[src/rtl/sr04_multi_ctrl.sv]
// sr04_multi_ctrl: sequences HC-SR04 style sensors on NUM_CH channels and
// converts each echo high time into a distance in centimetres.
//
// Ports:
//   clk, rst    - system clock, asynchronous active-high reset
//   start       - single-cycle request for one sweep of all channels
//   mode_auto   - 1: sweeps repeat back to back
//   echo        - raw echo lines (asynchronous, synchronised internally)
//   o_trigger   - trigger pulse, one channel at a time
//   distance    - per-channel cm result, channel k at [k*DIST_W +: DIST_W]
//   valid       - one-cycle pulse when a channel result is written
//   ch_idx      - channel of the current or last measurement
//   error       - per-channel timeout flag of the last measurement
//   busy        - high whenever the sequencer is not idle
module sr04_multi_ctrl #(
    parameter int NUM_CH      = 4,
    parameter int CLK_FREQ_HZ = 100_000_000,
    parameter int DIST_W      = 9,
    parameter int TRIG_US     = 10,
    parameter int TIMEOUT_US  = 30000,
    parameter int GAP_US      = 60000
) (
    input  logic                     clk,
    input  logic                     rst,
    input  logic                     start,
    input  logic                     mode_auto,
    input  logic [NUM_CH-1:0]        echo,
    output logic [NUM_CH-1:0]        o_trigger,
    output logic [NUM_CH*DIST_W-1:0] distance,
    output logic                     valid,
    output logic [2:0]               ch_idx,
    output logic [NUM_CH-1:0]        error,
    output logic                     busy
);

    localparam int DIV    = CLK_FREQ_HZ / 1_000_000;
    localparam int TW     = (DIV > 1) ? $clog2(DIV) : 1;
    localparam int MAX_A  = (TIMEOUT_US > GAP_US) ? TIMEOUT_US : GAP_US;
    localparam int MAX_US = (MAX_A > TRIG_US) ? MAX_A : TRIG_US;
    localparam int UW     = $clog2(MAX_US + 1);

    typedef enum logic [2:0] {
        IDLE,
        TRIG,
        WAIT_ECHO,
        MEASURE,
        DONE,
        GAP
    } state_t;

    state_t state;

    logic [TW-1:0]     tick_cnt;
    logic              tick;
    logic [UW-1:0]     us_cnt;
    logic [5:0]        sub_cnt;
    logic [DIST_W-1:0] cm;
    logic [DIST_W-1:0] cm_next;
    logic [DIST_W-1:0] fin_val;
    logic              fin;
    logic              fin_to;
    logic              us_to;

    logic [NUM_CH-1:0] echo_s1;
    logic [NUM_CH-1:0] echo_s2;
    logic [NUM_CH-1:0] echo_d;
    logic [7:0]        rise_w;
    logic [7:0]        fall_w;
    logic              cur_rise;
    logic              cur_fall;
    logic              last_ch;
    logic [2:0]        nxt_ch;

    assign tick = (tick_cnt == TW'(DIV - 1));

    // Two-flop synchroniser plus one delay stage for edge detection
    always_ff @(posedge clk or posedge rst) begin
        if (rst) begin
            echo_s1 <= '0;
            echo_s2 <= '0;
            echo_d  <= '0;
        end else begin
            echo_s1 <= echo;
            echo_s2 <= echo_s1;
            echo_d  <= echo_s2;
        end
    end

    // Widen to 8 bits so the 3-bit channel index always selects in range
    assign rise_w   = 8'(echo_s2 & ~echo_d);
    assign fall_w   = 8'(~echo_s2 & echo_d);
    assign cur_rise = rise_w[ch_idx];
    assign cur_fall = fall_w[ch_idx];

    assign last_ch = (ch_idx == 3'(NUM_CH - 1));
    assign nxt_ch  = last_ch ? 3'd0 : ch_idx + 3'd1;
    assign us_to   = tick && (us_cnt == UW'(TIMEOUT_US - 1));

    // The tick landing in the falling-edge cycle still counts, so an echo
    // of exactly N us yields N ticks
    assign cm_next = (tick && sub_cnt == 6'd57 && cm != '1)
                   ? cm + 1'b1 : cm;

    always_comb begin
        fin    = 1'b0;
        fin_to = 1'b0;
        unique case (state)
            WAIT_ECHO: begin
                if (!cur_rise && us_to) begin
                    fin    = 1'b1;
                    fin_to = 1'b1;
                end
            end
            MEASURE: begin
                if (cur_fall) begin
                    fin = 1'b1;
                end else if (us_to) begin
                    fin    = 1'b1;
                    fin_to = 1'b1;
                end
            end
            default: begin
                fin    = 1'b0;
                fin_to = 1'b0;
            end
        endcase
    end

    assign fin_val = fin_to ? '1 : cm_next;

    always_ff @(posedge clk or posedge rst) begin
        if (rst) begin
            state     <= IDLE;
            tick_cnt  <= '0;
            us_cnt    <= '0;
            sub_cnt   <= '0;
            cm        <= '0;
            o_trigger <= '0;
            distance  <= '0;
            valid     <= 1'b0;
            ch_idx    <= 3'd0;
            error     <= '0;
            busy      <= 1'b0;
        end else begin
            valid    <= 1'b0;
            tick_cnt <= tick ? '0 : tick_cnt + 1'b1;

            unique case (state)
                IDLE: begin
                    if (start || mode_auto) begin
                        state     <= TRIG;
                        ch_idx    <= 3'd0;
                        o_trigger <= NUM_CH'(1);
                        us_cnt    <= '0;
                        // Realign the tick so the pulse is exactly TRIG_US us
                        tick_cnt  <= '0;
                        busy      <= 1'b1;
                    end
                end
                TRIG: begin
                    if (tick) begin
                        if (us_cnt == UW'(TRIG_US - 1)) begin
                            o_trigger <= '0;
                            us_cnt    <= '0;
                            state     <= WAIT_ECHO;
                        end else begin
                            us_cnt <= us_cnt + 1'b1;
                        end
                    end
                end
                WAIT_ECHO: begin
                    if (cur_rise) begin
                        state    <= MEASURE;
                        us_cnt   <= '0;
                        sub_cnt  <= '0;
                        cm       <= '0;
                        // Align ticks to the echo edge for exact us counts
                        tick_cnt <= '0;
                    end else if (fin) begin
                        state <= DONE;
                    end else if (tick) begin
                        us_cnt <= us_cnt + 1'b1;
                    end
                end
                MEASURE: begin
                    if (fin) begin
                        state <= DONE;
                    end else if (tick) begin
                        us_cnt  <= us_cnt + 1'b1;
                        sub_cnt <= (sub_cnt == 6'd57) ? 6'd0
                                 : sub_cnt + 6'd1;
                        cm      <= cm_next;
                    end
                end
                DONE: begin
                    state  <= GAP;
                    us_cnt <= '0;
                end
                GAP: begin
                    if (tick) begin
                        if (us_cnt == UW'(GAP_US - 1)) begin
                            if (!last_ch || mode_auto) begin
                                state     <= TRIG;
                                ch_idx    <= nxt_ch;
                                o_trigger <= NUM_CH'(1) << nxt_ch;
                                us_cnt    <= '0;
                                tick_cnt  <= '0;
                            end else begin
                                state <= IDLE;
                                busy  <= 1'b0;
                            end
                        end else begin
                            us_cnt <= us_cnt + 1'b1;
                        end
                    end
                end
                default: begin
                    state <= IDLE;
                    busy  <= 1'b0;
                end
            endcase

            // Result write coincides with entry to DONE
            if (fin) begin
                valid <= 1'b1;
                for (int k = 0; k < NUM_CH; k++) begin
                    if (ch_idx == 3'(k)) begin
                        distance[k*DIST_W +: DIST_W] <= fin_val;
                        error[k] <= fin_to;
                    end
                end
            end
        end
    end

endmodule

[config.mk]
export PLATFORM = sky130hd
export DESIGN_NAME = sr04_multi_ctrl
export DESIGN_NICKNAME = d
export VERILOG_FILES = /design/src/rtl/sr04_multi_ctrl.sv
export SDC_FILE = /design/constraint.sdc
export NUM_CORES = 1
export LEC_CHECK = 0
export CAP_MARGIN = 20
export CORE_MARGIN = 2
export CORE_UTILIZATION = 63
export CTS_BUF_LIST = sky130_fd_sc_hd__clkbuf_8
export CTS_CLUSTER_SIZE = 8
export DETAILED_ROUTE_END_ITERATION = 12
export GPL_TIMING_DRIVEN = 1
export PLACE_DENSITY = 0.89
export SETUP_SLACK_MARGIN = 0.3
export SYNTH_ARGS = -nofsm -noshare
export SYNTH_HDL_FRONTEND = slang
export SYNTH_SLANG_ARGS = --single-unit
export TNS_END_PERCENT = 10
[constraint.sdc]
create_clock -name clk -period 6.8 [get_ports clk]
set_input_delay 1.36 -clock clk [delete_from_list [all_inputs] [get_ports clk]]
set_output_delay 1.36 -clock clk [all_outputs]
set_load 0.05 [all_outputs]
After elaboration in Yosys (flattened, before gate mapping)

Cells that the tools add are included.
Widths: inputs -> output; s select.

Shift-type cells: 1
Equal/unequal tests: 25
Add/sub/neg operators: 5
Multiply operators: 0
Bitwise logic cells: 5
Muxes and demuxes: 66
$lt $le $gt $ge: 1
Divide/modulo/power cells: 0
Reductions and logical operators: 25

Operators with widths:

| operator              | count |
|---|---|
| $mux 16               | 9 |
| $pmux 16 s6           | 1 |
| $mux 9                | 5 |
| $mux 7                | 6 |
| $mux 3                | 12 |
| $mux 4                | 6 |
| $mux 6                | 4 |
| $pmux 7 s3            | 1 |
| $ne 2x2->1 const B    | 10 |
| $reduce_and 5->1      | 4 |
| $pmux 3 s6            | 1 |
| $pmux 9 s2            | 1 |
| $add 16x1->16 const B | 1 |
| $eq 16x15->1 const B  | 1 |
| $eq 16x16->1 const B  | 1 |
| $eq 16x4->1 const B   | 1 |
| $not 4->8             | 2 |
| $eq 3x2->1 const B    | 4 |
| $mux 1                | 12 |
| $pmux 4 s3            | 1 |
| $pmux 6 s2            | 1 |
| $add 9x1->9 const B   | 1 |
| $ne 9x9->1 const B    | 1 |
| $and 4x8->8           | 1 |
| other kinds (27)      | 41 |

Memories: 0
Output and inout bits: 49
Flip-flop bits (word level): 102
Word-level logic and storage cells: 148
ROM bits: 0
Bits of input ports: 8
Bits in writable memories: 0
Bits in latches: 0

Longest topological paths before layout

Gate-level depths: netlist of run 1.

Depth after elaboration: 11
Gate-level depth with buffers: 9
Depth with buffers taken out: 8

Worst setup path after synthesis of run 1

Ideal clock, no wire load.

Path kind: register -> register
Start: register ch_idx[0]
End: register distance[10]
Cell stages (with the launch flop): 10
Data required time: 6.662 ns
Path slack: 4.132 ns
Arrival time: 2.530 ns
Period minus slack after synthesis: 2.668 ns
Path buffers: 3
Library setup time: 0.138 ns
Path through: dfrtp_1 -> buf_2 -> or4b_1 -> nand4_1 -> a311oi_1 -> buf_2 -> o2111ai_2 -> buf_2 -> nand2_1 -> o21ai_0

Longest elaborated chain between the ends: 7
Elaborated cells between the ends (all ways): 14
Those cells by class: eq/ne: 1; mux: 10; reduce/logical: 3

Ends and longest elaborated chain:

| item                                       | line | RTL |
|---|---|---|
| from (decl)                                | 31   | `output logic [2:0] ch_idx,` |
| from (signal assigned)                     | 204  | `ch_idx <= nxt_ch;` |
| $bmux 1 s3                                 | 92   | `assign cur_rise = rise_w[ch_idx];` |
| $mux 1 (implied by the code)               | 92   |  |
| $logic_not 1->1                            | 109  | `if (!cur_rise && us_to) begin` |
| $logic_and 1x1->1                          | 109  |  |
| $mux 1                                     | 109  |  |
| $pmux 1 s2                                 | 107  | `unique case (state)` |
| $mux 9 or $reduce_and 2->1 (tied branches) | --   |  |
| to (signal, indexed assignment)            | 228  | `distance[k*DIST_W +: DIST_W] <= fin_val;` |
| to (decl)                                  | 29   | `output logic [NUM_CH*DIST_W-1:0] distance,` |

Several ways; a longest one is shown, not always the timed one. The select of a mux whose other input is x is not followed.
A chain may end at the register's enable or synchronous reset.

Worst setup path in the final report of run 1

Start: register ch_idx[0]
End: output ch_idx[0]

No word-level cell between the ends.

==> results of run 1 <==
[flip-flops by register name, indices dropped and copies added (netlist names)]
register   cells
valid          1
sub_cnt        6
cm             9
tick_cnt       7
echo_d         4
busy           1
distance      36
echo_s1        4
state          3
ch_idx         3
error          4
o_trigger      4
echo_s2        4
us_cnt        16
[Yosys cell counts, types with 9 or more instances]
library cell	number	area, µm²
o21ai_1	22	110.1
nand2_1	70	262.8
ha_1	11	137.6
inv_1	18	67.56
buf_2	9	45.04
nor3_1	17	85.08
a31oi_1	12	75.07
clkbuf_1	9	33.78
dfrtp_1	102	2552
o21ai_0	43	215.2
xor2_1	9	78.83
nand3_1	15	75.07
nand4_1	16	100.1
nor2_1	33	123.9
[cells by family after synthesis]
kind of cell | Yosys count | synth area share [%]
muxes | 15 | 3.470
xor gates and xnor gates | 13 | 2.239
DFF | 102 | 50.20
buffers and inverters | 37 | 3.026
and+or+nand+nor | 209 | 21.16
adders and majority gates | 11 | 2.707
AOI/OAI and AO/OA | 130 | 17.20
[final timing paths]
path	startpoint	endpoint	slack, ns	cells after the start
worst max-delay path	ch_idx[0]	ch_idx[0]	3.60	1
worst max register to register	us_cnt[0]	distance[26]	3.71	7
min in group asynchronous	rst	distance[20]	1.38	2
max in group asynchronous	rst	ch_idx[0]	4.33	3
worst min register to register	echo_s1[0]	echo_s2[0]	0.36	0
worst min-delay path	echo_s1[0]	echo_s2[0]	0.36	0
[power by group through the flow]
stage / clock network [µW] / logic [µW] / registers (µW)
3_5_place_dp: 0 / 124 / 693
6_report: 393 / 127 / 684
3_3_place_gp: 0 / 116 / 690
5_1_grt: 425 / 142 / 689
2_1_floorplan: 0 / 98.2 / 683
4_1_cts: 395 / 127 / 683
[routing by layer]
layer,track usage (%),share of wire (%),vias up
li1,-,-,1989
met1,38.88,44,2081
met2,44.46,47,186
met3,4.976,6.8,22
met4,6.643,1.7,0
met5,0,0,-
[stage by stage]
stage	instance area, µm²	worst slack (ns)
final	5917	3.598
after global routing	5917	3.443
after CTS	5909	3.386
after detailed placement	5704	2.994
after global placement	5704	3.118
after floorplan	5085	2.765
[area by class of cell]
type	count	area, µm²
tap	102	127.6
timing repair buffer	59	583.1
multi-input combinational	378	2379
clock buffer	9	123.9
clock inverter	7	81.33
inverter	18	70.07
fill	515	1851
sequential	102	2552
[cell usage in the layout (no fill, tap or decap), types with 5 or more instances in the layout]
master           count
dfrtp_1            102
nor4_1               6
mux2_2               7
o21ai_1             22
a31oi_1             12
nand3_1             15
and2_1               5
nand2b_1             7
and3_1               7
nand2_1             70
inv_1               17
clkdlybuf4s50_1     56
nor3_1              17
nand4_1             16
a41oi_1              7
nor2_1              33
clkbuf_8             9
or3_1                6
ha_1                11
o21ai_0             43
xor2_1               9
==> flow_metrics.env, run 1 <==
export IMPL_clockBufferDepth=2
export IMPL_grt_pass1_vias=3882
export IMPL_slew_headroom_pct=35.02
export IMPL_peakVddDrop_uv=237.4
export IMPL_cts_setup_buffers=0
export IMPL_syn_area_um2=5085
export IMPL_routed_via_count=4278
export IMPL_rows=32
export IMPL_cp_data_arrival_time_ns=1.84
export IMPL_io_pins=57
export IMPL_rsz0062_at_grt="no"
export IMPL_crit_type="reg2out"
export IMPL_avgSynthCellArea_um2=9.835
export IMPL_dp_cells=658
export IMPL_hold_path_class="reg2reg"
export IMPL_h_tree_depth=3
export IMPL_cts_tree="yes"
export IMPL_start_kind="flop"
export IMPL_finalPower_uw=1204
export IMPL_power_frac_comb_pct=10.5
export IMPL_clock_fmax_ghz=0.3123
export IMPL_syn2layout_area_growth_pct=16.36
export IMPL_synth_edff_count=0
export IMPL_vias_per_cell=6.338
export IMPL_cts_buffers=9
export IMPL_power_density_nw_per_um2=203.5
export IMPL_diodes=0
export IMPL_start_util_pct=65.46
export IMPL_path_max_fanout=13
export IMPL_cp_required_ns=5.44
export IMPL_clkSlewWorstSetupHoldPaths_ns=0.09
export IMPL_finClkSkew_ns=0.01245
export IMPL_drtAntennaViolNets=0
export IMPL_finalWeightedCongestion=0.8601
export IMPL_tns_ns=0
export IMPL_worst_pin_slew_ns=0.9726
export IMPL_clockPowerShare_pct=32.7
export IMPL_synthDistinctLibCells=69
export IMPL_instances_no_fill=675
export IMPL_whs_ns=0.3559
export IMPL_slew_viol_final=0
export IMPL_cts_root_buf="clkbuf_8"
export IMPL_ys_warn_count=0
export IMPL_dieArea_um2=8806
export IMPL_grt_start_max_net_pins=57
export IMPL_p_leak_uw=0.002481
export IMPL_grt_overflow_total=0
export IMPL_async_flop_share_pct=100.0
export IMPL_critPathMaxStageDelay_ns=0.88
export IMPL_timing_max_cap_violations=0
export IMPL_cp_buffers_inverters=1
export IMPL_clock_sinks=102
export IMPL_synth_net_count=536
export IMPL_grt_pass1_wl_um=18880
export IMPL_antenna_found_initial=0
export IMPL_cts_resized=0
export IMPL_critPathCaptureType="output pin"
export IMPL_drt_iter0_drc=326
export IMPL_drive_gt1_share_pct=8.377
export IMPL_io_buffers=56
export IMPL_utilization_pct=76.18
export IMPL_wl_um=11480
export IMPL_crit_family="buffers and inverters"
export IMPL_min_period_ns=3.202
export IMPL_final_nets=587
export IMPL_hold_violations=0
export IMPL_synth_cells=517
export IMPL_fp_dieH_um=93.84
export IMPL_core_area_um2=7767
export IMPL_path_cells="clkdlybuf4s50_1"
export IMPL_switching_power_uw=329.7
export IMPL_period_share_pct=47.09
export IMPL_status="completed"
export IMPL_dp_hpwl_um=8063
export IMPL_wl_per_cell_um=17.01
export IMPL_seq_area_frac_synth_pct=50.20
export IMPL_track_usage_pct=27.43
export IMPL_dieWidth_um=93.84
export IMPL_drcViolationCount=0
export IMPL_setup_viol=0
export IMPL_firstDrtPassIters=5
export IMPL_synth_seq_cells=102
export IMPL_worst_path_max_delay_cell="clkdlybuf4s50_1"
export IMPL_sw_frac_of_total_pct=27.38
export IMPL_synth_flop_cell="dfrtp_1"
export IMPL_seqPwrFrac_pct=56.8
export IMPL_ctsHoldBuffers=0
export IMPL_p_int_uw=874.6
export IMPL_worstSkewPairLatency_ns=0.38
Note: power is estimated with default switching activity, not from simulation.
==> inputs of run 2 (changes only) <==
--- a/config.mk
+++ b/config.mk
@@ -7,12 +7,12 @@
 export LEC_CHECK = 0
 export CAP_MARGIN = 20
 export CORE_MARGIN = 2
-export CORE_UTILIZATION = 63
+export CORE_UTILIZATION = 53
 export CTS_BUF_LIST = sky130_fd_sc_hd__clkbuf_8
 export CTS_CLUSTER_SIZE = 8
 export DETAILED_ROUTE_END_ITERATION = 12
 export GPL_TIMING_DRIVEN = 1
-export PLACE_DENSITY = 0.89
+export PLACE_DENSITY = 0.8
 export SETUP_SLACK_MARGIN = 0.3
 export SYNTH_ARGS = -nofsm -noshare
 export SYNTH_HDL_FRONTEND = slang
==> constraint.sdc (replaced) <==
create_clock -name clk -period 2.76 [get_ports clk]
set_input_delay 0.552 -clock clk [delete_from_list [all_inputs] [get_ports clk]]
set_output_delay 0.552 -clock clk [all_outputs]
set_load 0.05 [all_outputs]
==> run 2 against run 1 <==
  * Design area grew 5.6%
  * Worst hold slack gained 0.0082 ns
  * Sequential cell count unchanged
  * Die area increased by 18%
  * Global-route usage down 3.7 points
  * Setup slack worse by 3.3 ns
==> flow_metrics.env, run 2 (synthesis results as in run 1) <==
export IMPL_status="completed"
export IMPL_syn2layout_area_growth_pct=22.93
export IMPL_path_max_fanout=4
export IMPL_largestRegisters="distance x36, us_cnt x16, cm x9"
export IMPL_cts_buffers=9
export IMPL_final_cell_mix="dfrtp_1 (100), nand2_1 (70), clkdlybuf4s50_1 (56)"
export IMPL_vias_per_cell=5.859
export IMPL_tns_ns=0
export IMPL_drtAntennaViolNets=0
export IMPL_slew_viol_final=0
export IMPL_finClkSkew_ns=0.01523
export IMPL_rsz0062_at_grt="yes"
export IMPL_holdPathEnd="echo_s2[2]"
export IMPL_globalRouteMet2Util_pct=36.99
export IMPL_r2r_cells=6
export IMPL_p_leak_uw=0.002609
export IMPL_hold_path_class="reg2reg"
export IMPL_dp_cells=704
export IMPL_path_cells="or4_4 > or4_4 > o21ai_1 > nand2b_1 > a21oi_2 > mux2_2"
export IMPL_clkSlewWorstSetupHoldPaths_ns=0.11
export IMPL_met1_usage_pct=34.01
export IMPL_dieWidth_um=102.0
export IMPL_grt_overflow_total=0
export IMPL_dieArea_um2=10390
export IMPL_h_tree_depth=3
export IMPL_wl_per_cell_um=16.32
export IMPL_instances_no_fill=729
export IMPL_grtUsageMet3_pct=3.694
export IMPL_final_common_cell="dfrtp_1"
export IMPL_reg2reg_setup_slack_ns=0.28
export IMPL_placed_cell_area_um2=5894
export IMPL_io_buffers=56
export IMPL_fill_cells=730
export IMPL_drive_gt1_share_pct=14.00
export IMPL_dp_hpwl_um=8242
export IMPL_rows=35
export IMPL_cp_startpoint="us_cnt[5]"
export IMPL_largest_reg_flops=36
export IMPL_crit_family="simple AND/OR/NAND/NOR gates"
export IMPL_finalPower_uw=2967
export IMPL_diodes=0
export IMPL_clock_sinks=102
export IMPL_period_share_pct=90.02
export IMPL_worstSkewPairLatency_ns=0.38
export IMPL_regMostFlops="distance"
export IMPL_clockBufferDepth=2
export IMPL_final_nets=614
export IMPL_slew_headroom_pct=52.23
export IMPL_critPathCaptureType="flop"
export IMPL_cp_buffers_inverters=0
export IMPL_grt_pass1_wl_um=19330
export IMPL_min_period_ns=2.485
export IMPL_post_route_cell_area_um2=6251
export IMPL_setup_viol=0
export IMPL_timing_max_cap_violations=0
export IMPL_cp_depth=6
export IMPL_hold_depth=0
export IMPL_rr_startpoint="us_cnt[5]"
export IMPL_power_density_nw_per_um2=474.7
export IMPL_track_usage_pct=23.75
export IMPL_cp_required_ns=3.04
export IMPL_cts_tree="yes"
export IMPL_antenna_found_initial=0
export IMPL_drcViolationCount=0
export IMPL_firstDrtPassIters=5
export IMPL_grt_start_max_net_pins=103
export IMPL_cts_root_buf="clkbuf_8"
export IMPL_io_pins=57
export IMPL_clock_fmax_ghz=0.4025
export IMPL_drt_iter0_drc=322
export IMPL_peakVddDrop_uv=330.8
export IMPL_finalWeightedCongestion=0.8665
export IMPL_start_util_pct=54.77
export IMPL_grt_busiest_layer="met2"
export IMPL_crit_type="reg2reg"
export IMPL_worstHoldStart="echo_s1[2]"
export IMPL_core_area_um2=9284
export IMPL_start_kind="flop"
export IMPL_cp_common_cell="or4_4"
export IMPL_worst_path_max_delay_cell="or4_4"
export IMPL_grt_pass1_vias=3920
export IMPL_ctsHoldBuffers=0
export IMPL_hold_violations=0
export IMPL_routed_via_count=4271
export IMPL_cp_data_arrival_time_ns=2.76
export IMPL_fp_dieH_um=102.0
export IMPL_worst_pin_slew_ns=0.7111
export IMPL_critPathMaxStageDelay_ns=0.55
export IMPL_timing_rr_end="ch_idx[0]"
export IMPL_wl_um=11900
[run 2: cell count changes in the layout (fill, tap and decap cells not counted), sizes merged]
cell | previous run | this run
buf | 3 | 30
bufinv | 1 | 0
clkbuf | 9 | 10
clkinv | 1 | 2
clkinvlp | 3 | 2
[run 2: metal layers]
metal / part of all wire (%) / vias up
met3: 5.6 / 15
met5: 0 / -
met2: 47 / 156
met1: 46 / 2058
li1: - / 2042
met4: 1.4 / 0
[run 2: worst max path at each step]
stage / slack, ns / to
final: 0.28 / ch_idx[0]
after detailed placement: -0.14 / us_cnt[14]
after global placement: -0.11 / us_cnt[14]
after CTS: 0.17 / o_trigger[1]
after global routing: 0.20 / distance[33]
after floorplan: 0.09 / distance[10]
[run 2: through the flow]
step / setup WS (ns) / utilization (%) / hold WS, ns
CTS: 0.1655 / 65.77 / 0.3685
global placement: -0.1078 / 63.49 / 0.3328
floorplan: 0.09169 / - / 0.3312
detailed placement: -0.1438 / 63.49 / 0.3436
global route: 0.1951 / 67.33 / 0.3713
finish: 0.2755 / 67.33 / 0.3640
[run 2: worst reg2reg max path: cells and delay by family, from the launching register on]
kind | cells | cell delay [ns]
DFF | 1 | 0.45
muxes | 1 | 0.36
and+or+nand+nor | 3 | 1.17
AOI/OAI and AO/OA | 2 | 0.41
[run 2: cell type report]
cell class,instances,area (µm²),area share (%)
Sequential cell,102,2555,40.87
Multi-Input combinational cell,378,2451,39.21
Timing Repair Buffer,86,810.8,12.97
Tap cell,129,161.4,2.582
Clock buffer,10,137.6,2.202
Inverter,18,71.32,1.141
Clock inverter,6,63.81,1.021
[run 2: where the power goes]
part	switching (µW)	internal (µW)	leakage, µW
Combinational	174	153	0.00117
Sequential	94.0	1590	0.00134
Clock	580	378	0.0000997
[run 2: repair_timing]
item | in CTS | in global routing
pin swaps | 0 | 3
setup buffers | 0 | 9
gates resized for setup | 3 | 12
endpoints found under the setup margin | 43 | 78
==> RTL edit 1, RTL diff (settings of run 2) <==
The 6 states of `state_t` get a one-hot encoding in 6 bits.
--- a/src/rtl/sr04_multi_ctrl.sv
+++ b/src/rtl/sr04_multi_ctrl.sv
@@ -41,9 +41,9 @@
 
-    typedef enum logic [2:0] {
-        IDLE,
-        TRIG,
-        WAIT_ECHO,
-        MEASURE,
-        DONE,
-        GAP
+    typedef enum logic [5:0] {
+        IDLE      = 6'b000001,
+        TRIG      = 6'b000010,
+        WAIT_ECHO = 6'b000100,
+        MEASURE   = 6'b001000,
+        DONE      = 6'b010000,
+        GAP       = 6'b100000
     } state_t;
Check against the original RTL: no difference found for any inputs over 10 cycles, from zero or initial values and one cycle with rst high; not proved beyond that.
==> RTL edit 1 against run 2 <==
Clock skew about the same; cell area up 7.0%; sequential cell count grew 3; synthesized cell count down 0.97%; area after synthesis up 5.8%; critical path type unchanged; worst setup slack gained 0.022 ns; routed wire length rose by 8.5%; sequential share of layout area shrank 1.4 points; die area up 5.5%; count of clock-buffer cells in the layout down 1.
Power is not compared: it rests on default switching activity, and its combinational part moved more than twofold at a synthesized area within 25%.
==> RTL edit 1: results <==
[drt]
route.met3.wl_microns = 568
wl_met2_microns = 6699
wl_per_cell_microns = 17.56
drt-met1-wl_microns = 5406
drtIter0Drc = 193
routed_via_density = 5.895
first_pass_iters = 6

[synth]
yosysSeqAreaShare_pct = 48.87
synth_top_flop_cell = "dfrtp_1"
yosys-top-cells-count = "104 x dfrtp_1, 45 x nand2_1, 38 x mux2_1"
syn_nets = 531

[grt]
grt_max_degree = 38
grt_use_met3_pct = 3.493
grtUsageMet1_pct = 31.04
grtUsageTotal_pct = 23.67
grt_first_pass_wirelength_microns = 20900
use_met2_pct = 39.29
grt_pass1_vias = 4257

[layout]
drive_above_1_share_pct = 18.60
fin_nets = 616
fillers = 745
fin_area_sq_mm = 0.006691

[worst_setup_path]
slowest_delay_ns = 0.45
crit_path_max_fanout = 6
crit_slowest_cell = "dfrtp_1"
arrival_ns = 2.74

[status]
status = "complete, no violations"

[cts]
cts-resized-gates = 7

[pwr]
power_mw = 3.648
clk-power_mw = 0.918

[place]
gp_congestion = 0.9251
post-dp-hpwl_microns = 9013
place_area_sq_mm = 0.006213

[sta]
final.setup_skew_ns = 0.01486
max-slew-margin-rel_pct = 64.28
RTL edit 1: final timing paths:
kind | cells past startpoint | start | to | slack, ns
setup / recovery | 10 | cm[3]$_DFFE_PP0P_ | distance[17]$_DFFE_PP0P_ | 0.30
hold / removal | 0 | echo_s1[0]$_DFF_PP0_ | echo_s2[0]$_DFF_PP0_ | 0.35
setup reg to reg | 10 | cm[3]$_DFFE_PP0P_ | distance[17]$_DFFE_PP0P_ | 0.30
hold reg to reg | 0 | echo_s1[0]$_DFF_PP0_ | echo_s2[0]$_DFF_PP0_ | 0.35
max in group asynchronous | 3 | rst | us_cnt[7]$_DFFE_PP0P_ | 1.60
min in group asynchronous | 2 | rst | us_cnt[14]$_DFFE_PP0P_ | 0.50
RTL edit 1: worst reg2reg max path: cells and delay by family (launching register included):
family | cells | cell delay, ns
adders and majority gates | 1 | 0.18
DFF | 1 | 0.45
buffers and inverters | 2 | 0.30
and+or+nand+nor | 5 | 0.87
muxes | 2 | 0.57
RTL edit 1: kinds of logic after synthesis:
group                    count (synthesis)  share of synthesized area (%)
multiplexers                            43                          9.025
XOR/XNOR                                19                          3.094
flip-flops                             105                          48.87
buffers and inverters                   42                          3.535
adder cells (fa/ha/maj)                 12                          2.745
AO/OA/AOI/OAI                          106                          12.91
AND/OR/NAND/NOR                        185                          19.82
RTL edit 1: cell type report:
cell class / instances / area share (%)
clock buffers: 9 / 1.851
flip-flops and latches: 105 / 39.44
inverters: 22 / 1.309
well taps: 133 / 2.487
repair buffers: 94 / 13.26
clock inverters: 7 / 0.9536
multi-input cells: 365 / 40.71
RTL edit 1: through the flow:
step,setup slack (ns),cells
after floorplan,0.3209,512
after global placement,0.1246,704
after detailed placement,0.08587,704
after CTS,0.1939,720
after global routing,0.1769,735
final,0.2979,735
==> RTL edit 2, RTL diff (flow settings as in run 2) <==
Without the edit above. Change the parameter `TRIG_US` from 10 to 5.
--- a/src/rtl/sr04_multi_ctrl.sv
+++ b/src/rtl/sr04_multi_ctrl.sv
@@ -18,3 +18,3 @@
     parameter int DIST_W      = 9,
-    parameter int TRIG_US     = 10,
+    parameter int TRIG_US     = 5,
     parameter int TIMEOUT_US  = 30000,
Behaviour: same outputs for any inputs over 10 cycles, from zero or initial values and one cycle with rst high; that may be too few to reach the edited logic, so the function may still have changed.
==> RTL edit 2 against run 2 <==
Via count rose by 5.1%; cell area increased by 2.8%; routed wire length rose by 8.8%; worst setup slack got worse by 0.027 ns; sequential cell count unchanged; sequential share of layout area down 1.1 points; worst hold slack worse by 0.012 ns; area after synthesis is 0.81% lower.
Power is not compared: it rests on default switching activity, and its combinational part moved more than twofold at a synthesized area within 25%.
==> RTL edit 2: results <==
[synth]
yosys-top-cells-count = "102 x dfrtp_1, 83 x nor2_1, 51 x a21oi_1"
ys_types = 61
syn_nets = 550
yosysSeqAreaShare_pct = 50.61
syn_area_per_cell_sq_um = 9.498
netlist_top_cells_area = "dfrtp_1 51%, nor2_1 6.2%, a21oi_1 5.1%, nand2_1 3.3%, ha_1 2.7%"

[layout]
stdcell_count = 758
fillers = 686
drive_above_1_share_pct = 18.60
multi_input_cells = 395
buffers = 105
clkCellAreaFrac_pct = 3.116
seq_share_pct = 39.74
buffer_area_share_pct = 14.82

[grt]
grtUsageTotal_pct = 25.34
grt_pass1_vias = 4185
grtUsageMet1_pct = 34.39
grt_use_met3_pct = 3.589

[worst_setup_path]
arrival_ns = 2.78
slowest_delay_ns = 0.43
crit_path_max_fanout = 12

[floorplan]
start_util_pct = 54.58
fp.dieW_microns = 101.6

[sta]
finalCritPeriodShare_pct = 91.01
tightestPinTransition_ns = 0.5552

[drt]
dr_total_vias = 4489
drtIter0Drc = 325

[place]
place_area_sq_mm = 0.005891
place_ws_ns = 0.01543
place_inst = 721

[status]
status = "complete, no violations"
[RTL edit 2: cell types whose count changed in the layout (fill, tap and decap cells not counted), moves of 5 or more]
cell     delta
nor3_1      -7
nand4_1     -8
o21ai_0    -18
and3_1      +5
a41oi_1     -7
inv_1       -9
a31oi_1    -10
o31ai_1    +10
nor2_1     +49
o21ai_1    -17
nand2_1    -26
a21oi_1    +47
buf_4      +16
[RTL edit 2: timing repair]
item,4_1_cts,5_1_grt
buffers inserted,9,8
gates cloned,2,2
resized for setup,12,33
pin swaps,3,6
endpoints found under the setup margin,71,77
[RTL edit 2: path summary, 6_finish.rpt]
check	startpoint	end	depth (start not counted)
min in group asynchronous	rst	distance[27]$_DFFE_PP0P_	2
setup / recovery	cm[3]$_DFFE_PP0P_	distance[8]$_DFFE_PP0P_	9
hold reg to reg	echo_s1[1]$_DFF_PP0_	echo_s2[1]$_DFF_PP0_	0
setup reg to reg	cm[3]$_DFFE_PP0P_	distance[8]$_DFFE_PP0P_	9
hold / removal	echo_s1[1]$_DFF_PP0_	echo_s2[1]$_DFF_PP0_	0
max in group asynchronous	rst	us_cnt[13]$_DFFE_PP0P_	3
[RTL edit 2: where the power goes]
group	switching (mW)	total (mW)	leakage, nW	internal [mW]
combinational	0.0361	0.0555	1.36	0.0194
clock	0.579	0.956	0.102	0.377
sequential	0.00419	1.51	1.35	1.50
total	0.620	2.52	2.82	1.90
[RTL edit 2: logic make-up after synthesis]
logic type      synth area share, %
flops                         50.61
xor+xnor                      2.084
fa+ha+maj                     2.927
mux                           3.299
simple gates                  21.73
buf+inv                       2.977
compound gates                16.37
[RTL edit 2: routing by layer]
layer | wire length [microns] | share of wire (%)
met2 | 6472 | 50
met3 | 743 | 5.7
met5 | 0 | 0
met1 | 5410 | 42
met4 | 320 | 2.5
